File: src/rtl/zreg_stage.sv
// Z register stage: captures ALU results into ZLO/ZHI or runs a sequential signed Booth multiply.
// Define ZSTAGE_RADIX4_EN to build the radix-4 Booth datapath (WIDTH must be even); default is radix-2.
module zreg_stage #(
  parameter int WIDTH = 32
) (
  input  logic             clock,
  input  logic             clear,
  input  logic [4:0]       alu_control,
  input  logic [WIDTH-1:0] zlow_in,
  input  logic [WIDTH-1:0] zhigh_in,
  input  logic [WIDTH-1:0] y_in,
  input  logic [WIDTH-1:0] bus_in,
  input  logic             z_in,
  input  logic             zlow_out_en,
  input  logic             zhigh_out_en,
  output logic [WIDTH-1:0] zlow_out,
  output logic [WIDTH-1:0] zhigh_out,
  output logic [WIDTH-1:0] z_bus_out,
  output logic             busy,
  output logic             done
);

  localparam logic [4:0] OP_MUL = 5'b01110;
`ifdef ZSTAGE_RADIX4_EN
  localparam int ITERS = WIDTH / 2;
`else
  localparam int ITERS = WIDTH;
`endif
  localparam int CW = $clog2(ITERS + 1);

  typedef enum logic {IDLE, MULT} state_t;

  state_t           state, state_next;
  logic [WIDTH-1:0] mcand, acc, mplier;
  logic             q_m1;
  logic [CW-1:0]    iter;
  logic [WIDTH-1:0] zlo, zhi;
  logic             done_q;
  logic             start, capture, last;
  logic [WIDTH-1:0] acc_next, mplier_next;
  logic             q_m1_next;

  assign start   = (state == IDLE) && z_in && (alu_control == OP_MUL);
  assign capture = (state == IDLE) && z_in && (alu_control != OP_MUL);
  assign last    = (state == MULT) && (iter == CW'(ITERS - 1));

  // The sum is kept one/two bits wider than acc so a most-negative multiplicand cannot overflow.
`ifdef ZSTAGE_RADIX4_EN
  logic [WIDTH+1:0] m_ext, sum;
  always_comb begin
    m_ext = {{2{mcand[WIDTH-1]}}, mcand};
    sum   = {{2{acc[WIDTH-1]}}, acc};
    unique case ({mplier[1:0], q_m1})
      3'b001, 3'b010: sum = sum + m_ext;
      3'b011:         sum = sum + (m_ext << 1);
      3'b100:         sum = sum - (m_ext << 1);
      3'b101, 3'b110: sum = sum - m_ext;
      default:        sum = sum;
    endcase
    acc_next    = sum[WIDTH+1:2];
    mplier_next = {sum[1:0], mplier[WIDTH-1:2]};
    q_m1_next   = mplier[1];
  end
`else
  logic [WIDTH:0] m_ext, sum;
  always_comb begin
    m_ext = {mcand[WIDTH-1], mcand};
    sum   = {acc[WIDTH-1], acc};
    unique case ({mplier[0], q_m1})
      2'b01:   sum = sum + m_ext;
      2'b10:   sum = sum - m_ext;
      default: sum = sum;
    endcase
    acc_next    = sum[WIDTH:1];
    mplier_next = {sum[0], mplier[WIDTH-1:1]};
    q_m1_next   = mplier[0];
  end
`endif

  always_ff @(posedge clock) begin
    if (clear) state <= IDLE;
    else       state <= state_next;
  end

  always_comb begin
    state_next = state;
    unique case (state)
      IDLE:    if (start) state_next = MULT;
      MULT:    if (last)  state_next = IDLE;
      default: state_next = IDLE;
    endcase
  end

  always_comb begin
    busy = (state == MULT);
  end

  // Z is only written by a plain capture or the final Booth iteration, never by partial products.
  always_ff @(posedge clock) begin
    if (clear) begin
      zlo    <= '0;
      zhi    <= '0;
      done_q <= 1'b0;
      mcand  <= '0;
      acc    <= '0;
      mplier <= '0;
      q_m1   <= 1'b0;
      iter   <= '0;
    end else begin
      done_q <= 1'b0;
      if (capture) begin
        zlo    <= zlow_in;
        zhi    <= zhigh_in;
        done_q <= 1'b1;
      end
      if (start) begin
        mcand  <= y_in;
        mplier <= bus_in;
        acc    <= '0;
        q_m1   <= 1'b0;
        iter   <= '0;
      end
      if (state == MULT) begin
        acc    <= acc_next;
        mplier <= mplier_next;
        q_m1   <= q_m1_next;
        iter   <= iter + CW'(1);
        if (last) begin
          zhi    <= acc_next;
          zlo    <= mplier_next;
          done_q <= 1'b1;
        end
      end
    end
  end

  always_comb begin
    z_bus_out = '0;
    if (zlow_out_en)       z_bus_out = zlo;
    else if (zhigh_out_en) z_bus_out = zhi;
  end

  assign zlow_out  = zlo;
  assign zhigh_out = zhi;
  assign done      = done_q;

endmodule

File: config.mk
export PLATFORM = sky130hd
export DESIGN_NAME = zreg_stage
export DESIGN_NICKNAME = d
export VERILOG_FILES = /design/src/rtl/zreg_stage.sv
export SDC_FILE = /design/constraint.sdc
export NUM_CORES = 1
export LEC_CHECK = 0
export BUFFER_PORTS_ARGS = -buffer_cell sky130_fd_sc_hd__buf_4
export CAP_MARGIN = 15
export CORE_MARGIN = 2
export CORE_UTILIZATION = 35
export CTS_BUF_LIST = sky130_fd_sc_hd__clkbuf_4 sky130_fd_sc_hd__clkbuf_8 sky130_fd_sc_hd__clkbuf_16
export CTS_CLUSTER_DIAMETER = 200
export DETAILED_ROUTE_END_ITERATION = 10
export GPL_ROUTABILITY_DRIVEN = 0
export PLACE_DENSITY_LB_ADDON = 0.3
export SLEW_MARGIN = 25
export SYNTH_ARGS = -nofsm -noshare
export SYNTH_HDL_FRONTEND = slang
export SYNTH_SLANG_ARGS = --single-unit
File: constraint.sdc
create_clock -name clock -period 7.3 [get_ports clock]
set_input_delay 0.365 -clock clock [delete_from_list [all_inputs] [get_ports clock]]
set_output_delay 0.365 -clock clock [all_outputs]
set_load 0.1 [all_outputs]
==> results.sh <==
export IMPL_hp_class="in -> reg"
export IMPL_vias=9907
export IMPL_cts_buffers_inserted=17
export IMPL_antenna_cells=0
export IMPL_syn_avg_cell_area_sq_um=7.83
export IMPL_required_ns=7.61
export IMPL_dp_hpwl_um=23100
export IMPL_drc=0
export IMPL_synthTopCellsByArea="dfxtp_1 (34%), a21oi_1 (8.1%), nand2_1 (6.7%)"
export IMPL_die_area_sq_um=29900
export IMPL_antenna_found_initial=0
export IMPL_status="completed"
export IMPL_power_density_nw_per_um2=206
export IMPL_grt_pass1_vias=9226
export IMPL_synth_top_cell_by_area="dfxtp_1"
export IMPL_final_setup_skew_ns=0.0109
export IMPL_clkTransAtPathRegs_ns=0.07
export IMPL_viasPerCell=5.40
export IMPL_async_flop_share=0
export IMPL_grt_max_degree=84
export IMPL_antenna_left=0
export IMPL_fin_area_sq_um=12500
export IMPL_ys_dominant_reg_cell="dfxtp_1"
export IMPL_grt_overflow_total=0
export IMPL_path_max_fanout=6
export IMPL_synth_common_cells="nand2_1 (177), dfxtp_1 (169), a21oi_1 (161)"
export IMPL_rsz0062_at_grt="no"
export IMPL_synth_most_common_cell="nand2_1"
export IMPL_cts_path_max_buffers=2
export IMPL_cts_tree="built"
export IMPL_grt_pass1_wl_um=49500
export IMPL_hold_ws_ns=0.179
export IMPL_postCtsHoldBufs=0
export IMPL_cap_violations=0
export IMPL_fin_crit_sh=0.655
export IMPL_routedWlPerCell_um=17.1
export IMPL_cts_resized=0
export IMPL_postCtsSetupBuffers=0
export IMPL_setup_viol=0
export IMPL_synth_top_area_share=0.339
export IMPL_cts_sinks=169
export IMPL_placed_cell_area_sq_um=12000
export IMPL_initial_utilization=0.357
export IMPL_p_leak_nw=5.27
export IMPL_fin_tns_setup_ns=0
export IMPL_cp_end_kind="register"
export IMPL_start_kind="register"
export IMPL_ys_types=65
export IMPL_fillers=2856
export IMPL_syn2layout_area_growth_pct=25.8
export IMPL_synth_nets=1448
export IMPL_row_count=61
export IMPL_worst_pin_slew_ns=0.904
export IMPL_final_min_clock_period_ns=4.78
export IMPL_core_area_sq_um=27900
export IMPL_hold_viol_final=0
export IMPL_grt_total_usage=0.202
export IMPL_synth_edff_count=0
export IMPL_synthCells=1274
export IMPL_portBuffers=235
export IMPL_drive_above_1_share=0.217
export IMPL_max_freq_mhz=209
export IMPL_vdd_ir_drop_max_uv=162
export IMPL_synth_area_sq_um=9980
export IMPL_drtPass1Iterations=5
export IMPL_ioPinCount=236
export IMPL_ys_seq_area_frac=0.339
export IMPL_post_route_util=0.449
export IMPL_slew_violations=0
export IMPL_relSlewSlack=0.397
export IMPL_yosysWarnings=0
export IMPL_die_w_um=173
export IMPL_root_buffer="clkbuf_16"
export IMPL_die_y_um=173
export IMPL_synth_seq_cells=169
export IMPL_critPathKind="reg -> reg"
export IMPL_nets=1617
export IMPL_cp_arrival_ns=5.09
export IMPL_htree_levels=4
export IMPL_drt_initial_drc_count=746
export IMPL_clkLatencyLatePin_ns=0.43
export IMPL_routed_wl_um=31400
## cells by family after synthesis
kind of cell	share of synthesized area
compound gates	0.261
xor+xnor	0.0456
fa+ha+maj	0.0459
buf+inv	0.0436
flops	0.339
mux	0.0735
simple gates	0.191
## layout by cell type, fill, tap and decap left out, types with 4 or more instances in the layout
| cell | count |
|---|---|
| xnor2_1 | 39 |
| a31oi_1 | 11 |
| or3_1 | 5 |
| a21o_1 | 17 |
| or4_1 | 4 |
| nor2b_1 | 5 |
| and3_1 | 14 |
| nor4_1 | 9 |
| a41oi_1 | 6 |
| o21a_1 | 5 |
| nand2_1 | 177 |
| xor2_1 | 13 |
| clkbuf_16 | 17 |
| o21ai_0 | 52 |
| buf_4 | 246 |
| nor2_1 | 135 |
| a22oi_1 | 16 |
| a21oi_1 | 161 |
| a22o_1 | 30 |
| nand3_1 | 14 |
| nand2b_1 | 6 |
| a311oi_1 | 15 |
| dfxtp_1 | 168 |
| a211oi_1 | 48 |
| or4_4 | 4 |
| inv_1 | 18 |
| mux2i_1 | 53 |
| nor3_1 | 17 |
| nand4_1 | 15 |
| ha_1 | 34 |
| mux2_2 | 18 |
| o211ai_1 | 7 |
## per-stage QoR
step	std cells	power (mW)	setup slack [ns]
floorplan	1274	1.53	3.39
global placement	1802	1.71	2.60
detailed placement	1802	1.72	2.52
CTS	1834	2.61	2.50
global route	1834	2.70	1.98
finish	1834	2.59	2.52
## worst max-delay path, stage by stage, from the launching register on
cell and delay, ns:
dfxtp_1 0.35, nor2_1 0.14, nor4b_1 0.49, inv_1 0.12, nor4_1 0.77, nand2_1 0.10
nor2_1 0.26, a31oi_1 0.14, xnor2_1 0.21, ha_1 0.32, a21oi_1 0.28, a21boi_0 0.16
o21ai_0 0.17, nand2b_1 0.14, a41o_2 0.30, a41oi_1 0.28, a2111oi_2 0.12, a311o_1 0.30
## layer usage
layer,wire length (um),up-vias,share of wire,global-route usage
met5,0,-,0,0
met4,482,0,0.015,0.0480
met3,1930,28,0.061,0.0396
met2,13700,329,0.44,0.319
met1,15300,4592,0.49,0.283
li1,-,4958,-,-
## sequential cells by signal (all words and copies together) (netlist names)
register / count
mcand: 32
done: 1
acc: 32
mplier: 32
zhigh_out: 32
busy: 1
q_m1: 1
iter: 6
zlow_out: 32
## final timing paths
kind / cells past startpoint / slack, ns / from / end
max: 17 / 2.52 / mcand[2]$_SDFFE_PP0P_ / acc[31]$_SDFFE_PP0P_
min: 3 / 0.18 / y_in[25] / mcand[25]$_SDFFE_PP0P_
max reg2reg: 17 / 2.52 / mcand[2]$_SDFFE_PP0P_ / acc[31]$_SDFFE_PP0P_
min reg2reg: 2 / 0.48 / mplier[12]$_SDFFE_PP0P_ / mplier[12]$_SDFFE_PP0P_
## power by group
| part | total [mW] | leakage (nW) | switching, mW | internal, mW |
|---|---|---|---|---|
| logic | 0.725 | 3.62 | 0.489 | 0.237 |
| clock network | 0.889 | 0.279 | 0.423 | 0.466 |
| registers | 0.977 | 1.38 | 0.0285 | 0.948 |
| total | 2.59 | 5.27 | 0.940 | 1.65 |
## cell type report
class	count	area [sq um]	area share
Multi-Input combinational cell	989	6180	0.492
Sequential cell	169	3390	0.270
Timing Repair Buffer	247	1860	0.148
Tap cell	378	473	0.0377
Clock buffer	19	447	0.0356
Clock inverter	13	134	0.0107
Inverter	19	71.3	0.00568
(Power assumes the default switching activity.)
